**src/rtl/dual_channel_mem_ctrl_if.sv**
```systemverilog
// Request/response bundle between the shared processor bus and the main-memory
// stage: an independent read channel and write channel, each with its own busy
// flag and one-cycle completion pulse.
// Ports: rd_req/rd_addr -> rd_data/rd_valid/read_busy ; wr_req/wr_addr/wr_data -> wr_done/write_busy.
interface dual_channel_mem_ctrl_if #(
  parameter int ADDR_W = 8,
  parameter int DATA_W = 8
);
  logic              rd_req;
  logic [ADDR_W-1:0] rd_addr;
  logic [DATA_W-1:0] rd_data;
  logic              rd_valid;
  logic              read_busy;
  logic              wr_req;
  logic [ADDR_W-1:0] wr_addr;
  logic [DATA_W-1:0] wr_data;
  logic              wr_done;
  logic              write_busy;

  // Bus side: issues requests, observes completions and stall flags.
  modport master (
    output rd_req, rd_addr, wr_req, wr_addr, wr_data,
    input  rd_data, rd_valid, read_busy, wr_done, write_busy
  );

  // Memory side: the controller.
  modport slave (
    input  rd_req, rd_addr, wr_req, wr_addr, wr_data,
    output rd_data, rd_valid, read_busy, wr_done, write_busy
  );
endinterface

```
**src/rtl/dual_channel_mem_ctrl.sv**
```systemverilog
// Main-memory stage: 2^ADDR_W x DATA_W array with independent fixed-latency read
// and write channels; read response at accept+RD_LAT, write commit at accept+WR_LAT.
// Ports: clk, rst (async active-low), bus (slave modport). Requests seen while a
// channel is busy (including its completion edge) are dropped, never queued.
module dual_channel_mem_ctrl #(
  parameter int ADDR_W = 8,
  parameter int DATA_W = 8,
  parameter int RD_LAT = 4,
  parameter int WR_LAT = 3
) (
  input  logic                    clk,
  input  logic                    rst,
  dual_channel_mem_ctrl_if.slave  bus
);

  localparam int DEPTH = 1 << ADDR_W;
  localparam int RD_CW = (RD_LAT > 1) ? $clog2(RD_LAT) : 1;
  localparam int WR_CW = (WR_LAT > 1) ? $clog2(WR_LAT) : 1;
  localparam logic [RD_CW-1:0] RD_LOAD = RD_CW'(RD_LAT - 1);
  localparam logic [WR_CW-1:0] WR_LOAD = WR_CW'(WR_LAT - 1);

  typedef enum logic {IDLE = 1'b0, WAIT = 1'b1} state_t;
  typedef logic [DEPTH-1:0][DATA_W-1:0] mem_t;

  // Power-up image: each location holds its own index. Reset never touches it.
  function automatic mem_t mem_image();
    mem_t img;
    for (int i = 0; i < DEPTH; i++) img[i] = DATA_W'(i);
    return img;
  endfunction

  mem_t mem = mem_image();

  state_t              rd_state, rd_state_n;
  logic [RD_CW-1:0]    rd_cnt, rd_cnt_n;
  logic [ADDR_W-1:0]   rd_addr_q, rd_addr_n;
  logic                rd_fire;
  logic [DATA_W-1:0]   rd_data_q;
  logic                rd_valid_q;

  state_t              wr_state, wr_state_n;
  logic [WR_CW-1:0]    wr_cnt, wr_cnt_n;
  logic [ADDR_W-1:0]   wr_addr_q, wr_addr_n;
  logic [DATA_W-1:0]   wr_data_q, wr_data_n;
  logic                wr_fire;
  logic                wr_done_q;

  // Read channel next-state: the counter is loaded with RD_LAT-1 on accept so
  // that the response edge lands exactly RD_LAT edges after the accept edge.
  always_comb begin
    rd_state_n = rd_state;
    rd_cnt_n   = rd_cnt;
    rd_addr_n  = rd_addr_q;
    rd_fire    = 1'b0;
    case (rd_state)
      IDLE: begin
        if (bus.rd_req) begin
          rd_addr_n  = bus.rd_addr;
          rd_cnt_n   = RD_LOAD;
          rd_state_n = WAIT;
        end
      end
      WAIT: begin
        if (rd_cnt == '0) begin
          rd_fire    = 1'b1;
          rd_state_n = IDLE;
        end else begin
          rd_cnt_n = rd_cnt - 1'b1;
        end
      end
      default: rd_state_n = IDLE;
    endcase
  end

  // Write channel next-state, same shape as the read side.
  always_comb begin
    wr_state_n = wr_state;
    wr_cnt_n   = wr_cnt;
    wr_addr_n  = wr_addr_q;
    wr_data_n  = wr_data_q;
    wr_fire    = 1'b0;
    case (wr_state)
      IDLE: begin
        if (bus.wr_req) begin
          wr_addr_n  = bus.wr_addr;
          wr_data_n  = bus.wr_data;
          wr_cnt_n   = WR_LOAD;
          wr_state_n = WAIT;
        end
      end
      WAIT: begin
        if (wr_cnt == '0) begin
          wr_fire    = 1'b1;
          wr_state_n = IDLE;
        end else begin
          wr_cnt_n = wr_cnt - 1'b1;
        end
      end
      default: wr_state_n = IDLE;
    endcase
  end

  always_ff @(posedge clk or negedge rst) begin
    if (!rst) begin
      rd_state   <= IDLE;
      rd_cnt     <= '0;
      rd_addr_q  <= '0;
      rd_data_q  <= '0;
      rd_valid_q <= 1'b0;
      wr_state   <= IDLE;
      wr_cnt     <= '0;
      wr_addr_q  <= '0;
      wr_data_q  <= '0;
      wr_done_q  <= 1'b0;
    end else begin
      rd_state   <= rd_state_n;
      rd_cnt     <= rd_cnt_n;
      rd_addr_q  <= rd_addr_n;
      rd_valid_q <= rd_fire;
      wr_state   <= wr_state_n;
      wr_cnt     <= wr_cnt_n;
      wr_addr_q  <= wr_addr_n;
      wr_data_q  <= wr_data_n;
      wr_done_q  <= wr_fire;
      // A write committing on the response edge to the same address wins;
      // otherwise the array read sees its pre-edge contents.
      if (rd_fire) begin
        if (wr_fire && (wr_addr_q == rd_addr_q)) rd_data_q <= wr_data_q;
        else                                     rd_data_q <= mem[rd_addr_q];
      end
    end
  end

  // Array storage has no reset; a reset simply keeps wr_fire low.
  always_ff @(posedge clk) begin
    if (wr_fire) mem[wr_addr_q] <= wr_data_q;
  end

  assign bus.rd_data    = rd_data_q;
  assign bus.rd_valid   = rd_valid_q;
  assign bus.read_busy  = (rd_state == WAIT);
  assign bus.wr_done    = wr_done_q;
  assign bus.write_busy = (wr_state == WAIT);

endmodule

```
**src/flat_wrapper.sv**
```systemverilog
// flat-port wrapper written by rule: the top's interface ports become plain ports
module dual_channel_mem_ctrl_flat 
#(
  parameter int ADDR_W = 8,
  parameter int DATA_W = 8,
  parameter int RD_LAT = 4,
  parameter int WR_LAT = 3
)
  (clk, rst, bus_rd_req, bus_rd_addr, bus_wr_req, bus_wr_addr, bus_wr_data, bus_rd_data, bus_rd_valid, bus_read_busy, bus_wr_done, bus_write_busy);
  dual_channel_mem_ctrl_if #(.ADDR_W(ADDR_W), .DATA_W(DATA_W)) bus_i ();
  input  logic clk;
  input  logic rst;
  input wire logic [$bits(bus_i.rd_req)-1:0] bus_rd_req;
  input wire logic [$bits(bus_i.rd_addr)-1:0] bus_rd_addr;
  input wire logic [$bits(bus_i.wr_req)-1:0] bus_wr_req;
  input wire logic [$bits(bus_i.wr_addr)-1:0] bus_wr_addr;
  input wire logic [$bits(bus_i.wr_data)-1:0] bus_wr_data;
  output wire logic [$bits(bus_i.rd_data)-1:0] bus_rd_data;
  output wire logic [$bits(bus_i.rd_valid)-1:0] bus_rd_valid;
  output wire logic [$bits(bus_i.read_busy)-1:0] bus_read_busy;
  output wire logic [$bits(bus_i.wr_done)-1:0] bus_wr_done;
  output wire logic [$bits(bus_i.write_busy)-1:0] bus_write_busy;
  assign bus_i.rd_req = bus_rd_req;
  assign bus_i.rd_addr = bus_rd_addr;
  assign bus_i.wr_req = bus_wr_req;
  assign bus_i.wr_addr = bus_wr_addr;
  assign bus_i.wr_data = bus_wr_data;
  assign bus_rd_data = bus_i.rd_data;
  assign bus_rd_valid = bus_i.rd_valid;
  assign bus_read_busy = bus_i.read_busy;
  assign bus_wr_done = bus_i.wr_done;
  assign bus_write_busy = bus_i.write_busy;
  dual_channel_mem_ctrl #(.ADDR_W(ADDR_W), .DATA_W(DATA_W), .RD_LAT(RD_LAT), .WR_LAT(WR_LAT)) u_core (.clk(clk), .rst(rst), .bus(bus_i));
endmodule
```
**config.mk**
```make
export PLATFORM = sky130hd
export DESIGN_NAME = dual_channel_mem_ctrl_flat
export DESIGN_NICKNAME = d
export VERILOG_FILES = /design/src/rtl/dual_channel_mem_ctrl_if.sv /design/src/rtl/dual_channel_mem_ctrl.sv /design/src/flat_wrapper.sv
export SDC_FILE = /design/constraint.sdc
export NUM_CORES = 2
export LEC_CHECK = 0
export ABC_CLOCK_PERIOD_IN_PS = 3700
export CAP_MARGIN = 40
export CORE_MARGIN = 2
export CORE_UTILIZATION = 57
export CTS_CLUSTER_DIAMETER = 150
export DETAILED_ROUTE_END_ITERATION = 8
export GPL_ROUTABILITY_DRIVEN = 0
export HOLD_SLACK_MARGIN = 0.06
export PLACE_DENSITY = 0.84
export REMOVE_ABC_BUFFERS = 1
export SKIP_CTS_REPAIR_TIMING = 1
export SLEW_MARGIN = 20
export SYNTH_ARGS = -nofsm -noshare
export SYNTH_HDL_FRONTEND = slang
export SYNTH_SLANG_ARGS = --single-unit
```
**constraint.sdc**
```tcl
create_clock -name clk -period 3.7 [get_ports clk]
set_input_delay 0.925 -clock clk [delete_from_list [all_inputs] [get_ports clk]]
set_output_delay 0.925 -clock clk [all_outputs]
set_load 0.03 [all_outputs]
```
---- Yosys cells after proc, flatten, opt, wreduce, memory -nomap -nowiden ----
Cells that the tools add are included.
word-level totals
  output and inout port bits .............. 12
  register bits after elaboration ......... 2,088
  word-level logic and storage cells ...... 308
operators by class
  equality and inequality tests ........... 5
  order comparisons ....................... 3
  mux-type cells .......................... 22
  add/sub/neg operators ................... 2
  reductions and logical operators ........ 8
  bitwise operators ....................... 2
operators with widths
  cell                   number
  $bwmux W2048           1
  $bmux W8 S8            1
  $demux W8 S8           1
  $mux W8                3
  $lt A8 B9 Y1 const B   2
  $eq A8 B8 Y1           1
  $ge A8 B1 Y1 const B   1
  $mux W1                8
  $mux W2                4
  $ne A2 B2 Y1 const B   4
  $pmux W2 S2            2
  $reduce_and A2 Y1      4
  $logic_not A2 Y1       2
  $pmux W1 S2            2
  $sub A2 B1 Y2 const B  2
  $logic_and A1 B1 Y1    2
  $not A1 Y1             2

---- Depth between registers and ports, before layout ----
  word-level depth ........................ 5
  mapped depth ............................ 12
  mapped depth without buffers ............ 8

---- Least setup slack after synthesis ----
Ideal clock, no wire load.
  kind .................................... register to register
  start point ............................. register u_core.wr_data_q[0]
  end point ............................... register u_core.mem[0] (netlist bit) (data pin)
  stages on the path, launching flop included .. 1
  path buffers ............................ 0
  slack ................................... -294 ps
  arrival ................................. 3,189 ps
  library setup time ...................... 805 ps
  clock period less this slack ............ 3,994 ps
  cell sequence ........................... dfrtp_1
on the way
  longest elaborated chain between the ends .. 1
RTL lines
  element                        line                          RTL
  start, declared                dual_channel_mem_ctrl.sv:44   logic [DATA_W-1:0] wr_data_q, wr_data_n;
  start signal, assigned         dual_channel_mem_ctrl.sv:123  wr_data_q <= wr_data_n;
  $bwmux W2048                   dual_channel_mem_ctrl.sv:136  if (wr_fire) mem[wr_addr_q] <= wr_data_q;
  end signal, assigned by index  dual_channel_mem_ctrl.sv:136
  end, declared                  dual_channel_mem_ctrl.sv:32   mem_t mem = mem_image();
No other way between the ends.
A chain may end at the register's enable or synchronous reset.

---- Final worst setup path ----
  start point ............................. register u_core.rd_addr_q[0]
  end point ............................... register u_core.rd_data_q[4], in the netlist u_core.bus.rd_data[4]
on the way
  longest elaborated chain between the ends .. 3
RTL lines
  element                                                                      line                                                        RTL
  start, declared                                                              dual_channel_mem_ctrl.sv:36                                 logic [ADDR_W-1:0] rd_addr_q, rd_addr_n;
  start signal, assigned                                                       dual_channel_mem_ctrl.sv:118                                rd_addr_q <= rd_addr_n;
  $bmux W8 S8 / $eq A8 B8 Y1 (equally long branches)                           dual_channel_mem_ctrl.sv:129, dual_channel_mem_ctrl.sv:128
  $mux W8 (implied by the code) / $logic_and A1 B1 Y1 (equally long branches)  dual_channel_mem_ctrl.sv:129, dual_channel_mem_ctrl.sv:128
  $mux W8 (*)                                                                  dual_channel_mem_ctrl.sv:128                                if (wr_fire && (wr_addr_q == rd_addr_q)) rd_data_q <= wr_data_q;
  end signal, assigned                                                         dual_channel_mem_ctrl.sv:128
  end signal, assigned                                                         dual_channel_mem_ctrl.sv:129                                else rd_data_q <= mem[rd_addr_q];
  end, declared                                                                dual_channel_mem_ctrl.sv:38                                 logic [DATA_W-1:0] rd_data_q;
Mark *: on every way between the ends. The rest lies on a longest branch, timed or not. The select of a mux whose other input is x is not followed.

==> results.md <==
| Metric | This run | Unit |
|---|---|---|
| Clock share of power | 27.1 | % |
| Area used by sequential logic in the layout | 62500 | µm² |
| Reg2Reg Depth | 10 | - |
| Wire length of the first global-routing pass | 323000 | µm |
| Overall fraction of global-route tracks in use | 31.2 | % |
| TritonRoute pass-1 iters | 9 | - |
| Footprint of the multi-input gates | 17300 | µm² |
| Post-Synthesis Cells | 3657 | - |
| Most repeated cell in the gate-level netlist after synthesis | edfxtp_1 | - |
| Post-synthesis register bit count | 2088 | - |
| Detailed placement HPWL | 123000 | µm |
| Number of nets in the finished design | 4046 | - |
| Predominant post-synthesis flop cell | edfxtp_1 | - |
| Area fraction in and, or, nand and nor cells after synthesis | 2.29 | % |
| Post-detailed-route via-to-cell ratio | 7.25 | - |
| Reg2Reg Setup Slack | -0.01 | ns |
| Launching instance or port of the critical path | u_core.rd_addr_q[0] | - |
| Post-detailed-routing wire length | 228000 | µm |
| Crit Path Max Fanout | 25 | - |
| Largest area contributor in the synthesized netlist | edfxtp_1 | - |
| Full die area | 145000 | µm² |
| Average routed wire per standard cell | 37.5 | µm |
| Pin count of the biggest net entering global routing | 148 | - |
| CP Launch Type | flop | - |
| Parity-gate share of the synthesized area counting xor and xnor cells | 0.0974 | % |
| Final critical-path required period | 3.71 | ns |
| Combinational Power Share | 30.5 | % |
| Compound-cell area share of the yosys netlist | 1.97 | % |
| Pwr per Cell Area | 809 | nW/µm² |
| Violations in the final reports | DRC, setup timing | - |
| VDD IR max | 0.885 | mV |
| Post-synthesis average cell area | 22.1 | µm² |
| HP Class | input port to asynchronous set/reset pin | - |
| Via count of the first global-routing pass | 44057 | - |
| Final clock skew | 0.0410 | ns |
| Total net switching power | 24.5 | mW |
| Number of distinct standard cells referenced by the synthesized netlist | 49 | - |
| Clk sink count | 2088 | - |
| Proportion of synthesized chip area in sequential cells | 77.2 | % |
| Worst reg2reg path endpoint | u_core.bus.rd_data[4] | - |
| Cell area after technology mapping | 81000 | µm² |
| Cell Area, Placed | 85400 | µm² |
| Worst endpoint required time | 4.39 | ns |
| Overall die height | 381 | µm |
| Final std cell area, no fill | 92100 | µm² |
| Floorplan row count | 138 | - |
| Cell types with the highest counts after synthesis | edfxtp_1, mux4_2, nor2_1 | - |
| Setup slack of the critical path after layout | -0.0107 | ns |
| Dominant cells by area after synthesis | edfxtp_1, mux4_2, nor2_1, dfrtp_1, mux2i_1 | - |
| Maximum clock rate | 0.269 | GHz |
| Initial antenna violation count | 9 | - |
| Clk Tree Root Cell | clkbuf_16 | - |
| Mux cell area share after synthesis | 16.9 | % |
| Crit share post-route | 100 | % |
| Iteration-0 DRC Markers | 8658 | - |
| Category of the critical setup timing path | flop to flop | - |
| Clock network latency to the later pin of the worst-skew pair | 0.84 | ns |
| Arithmetic-cell share of the synthesized area counting full adders, half adders and majority gates | 0.0309 | % |
| Clock slew at the register clock pins of the worst setup and hold paths | 0.06 | ns |
| Count of input and output buffers | 39 | - |
| Worst-Margin Slew | 1.01 | ns |
| Share of the synthesized area in the top cell type | 76.0 | % |
| Async SR Flop Fraction | 1.92 | % |
| Antenna-violating nets left | 0 | - |
| Synth warnings | 0 | - |
| Total congestion overflow after global routing | 0 | - |
| Flop pwr share | 42.4 | % |
| Hold slack | 0.0365 | ns |
| Switching part of the total power | 32.8 | % |
| Tot Pwr | 74.5 | mW |
| Share of final-layout standard cells stronger than drive strength 1 | 30.2 | % |
| Setup Slack @ Placement | 0.0268 | ns |
| Combinational family with the most area after synthesis | multiplexers | - |
| Leakage Power | 29.1 | nW |
| Fillcell total | 7990 | - |
| Number of buffers inserted during clock tree synthesis | 185 | - |
| Number of levels in the clock H-tree | 4 | - |
| Reg-to-reg startpoint | u_core.rd_addr_q[0] | - |
| Final number of setup-violating endpoints | 1 | - |
| Total count of hold-check failures in the final report | 0 | - |
| Max-cap violations | 0 | - |
| Std-Cell Core Area | 141000 | µm² |
| Last element of the critical path | u_core.bus.rd_data[4] | - |
| Capturing element type of the critical path | flop | - |
| Clock tree from TritonCTS | done | - |
| Worst Path Arrival | 4.40 | ns |
| Pins over their slew limit | 0 | - |
| Routed via count | 43993 | - |
| Int Pwr | 50.1 | mW |
| Status | finished with violations | - |
| Post-route DRC violation count | 5 | - |
| Slew margin rel. | 32.0 | % |
| IO Pins | 40 | - |
| Maximum buffer depth of the clock tree | 3 | - |
| Number of enable-type register cells in the synthesized netlist | 2048 | - |
| Die Width | 381 | µm |
| P&R area growth vs syn | 13.8 | % |
| Effective utilization at floorplan | 57.3 | % |
==> worst min-delay path by stage <==
stage / start / depth (start not counted) / end
6_report: rst / 1 / u_core.rd_cnt[1]
4_1_cts: rst / 1 / u_core.bus.read_busy
5_1_grt: rst / 1 / u_core.rd_cnt[1]
2_1_floorplan: u_core.wr_cnt[0] / 1 / u_core.wr_cnt[0]
3_3_place_gp: u_core.wr_cnt[0] / 1 / u_core.wr_cnt[0]
3_5_place_dp: u_core.wr_cnt[0] / 1 / u_core.wr_cnt[0]
==> flip-flops by register name, indices dropped and copies added, names as in the netlist <==
register,count
u_core.wr_addr_q,8
u_core.rd_addr_q,8
u_core.mem,2048
u_core.rd_cnt,2
u_core.bus.read_busy,1
u_core.bus.rd_valid,1
u_core.bus.write_busy,1
u_core.bus.rd_data,8
u_core.wr_data_q,8
u_core.bus.wr_done,1
u_core.wr_cnt,2
==> logic make-up (layout without fill, tap and decap cells) <==
| group | after synthesis | count (layout) |
|---|---|---|
| flip-flops | 2088 | 2088 |
| multiplexers | 674 | 674 |
| AND/OR/NAND/NOR | 433 | 433 |
| AO/OA/AOI/OAI | 228 | 228 |
| buffers and inverters | 223 | 742 |
| XOR/XNOR | 9 | 9 |
| adder cells (fa/ha/maj) | 2 | 2 |
| other | 0 | 2 |
==> cells in the final DEF (no fill, tap or decap), drive strengths merged, types with 33 or more instances in the layout <==
cell | Yosys | routed
clkbuf | 87 | 237
buf | 129 | 348
nand2 | 53 | 53
edfxtp | 2048 | 2048
mux2 | 53 | 53
o22ai | 59 | 59
nor2 | 283 | 283
dfrtp | 40 | 40
nor2b | 33 | 33
mux4 | 552 | 552
clkdlybuf4s50 | 0 | 38
mux2i | 69 | 69
clkinv | 0 | 74
==> per-stage QoR <==
step | TNS (ns) | std cells | utilization [%]
3_3_place_gp | 0 | 5662 | 60.4
3_5_place_dp | 0 | 5670 | 60.5
4_1_cts | -0.193 | 6017 | 64.9
2_1_floorplan | -755.80 | 3441 | -
6_report | -0.0107 | 6068 | 65.2
5_1_grt | -0.00638 | 6066 | 65.2
==> critical path, stage by stage (launching register included) <==
cell	delay, ns
dfrtp_4	0.71
buf_12	0.29
buf_12	0.25
buf_12	0.22
buf_12	0.19
mux4_2	0.54
mux2i_2	0.31
mux2_2	0.26
o22ai_1	0.13
o22ai_2	0.48
o21ai_1	0.15
==> power groups by stage <==
stage	clock network [mW]	logic, mW	registers [mW]
2_1_floorplan	0	7.30	34.0
3_3_place_gp	0	20.0	32.1
3_5_place_dp	0	21.1	32.0
4_1_cts	20.2	21.9	31.5
5_1_grt	20.9	23.2	31.6
6_report	20.2	22.7	31.6
==> per-layer routing <==
layer | up-vias | GRT usage [%] | share of wire [%]
met5 | - | 0 | 0.056
met4 | 18 | 17.4 | 6.9
met3 | 988 | 8.63 | 14
met2 | 4733 | 49.2 | 48
met1 | 22190 | 39.5 | 31
li1 | 16064 | - | -
==> layout make-up <==
cell class              count  share of cell area (%)
diodes                      2                 0.00543
clock buffers             235                    5.43
clock inverters           112                    1.38
inverters                   7                  0.0285
multi-input cells        1346                    18.8
flip-flops and latches   2088                    67.9
well taps                1890                    2.57
repair buffers            388                    3.88
(Power assumes the default switching activity.)
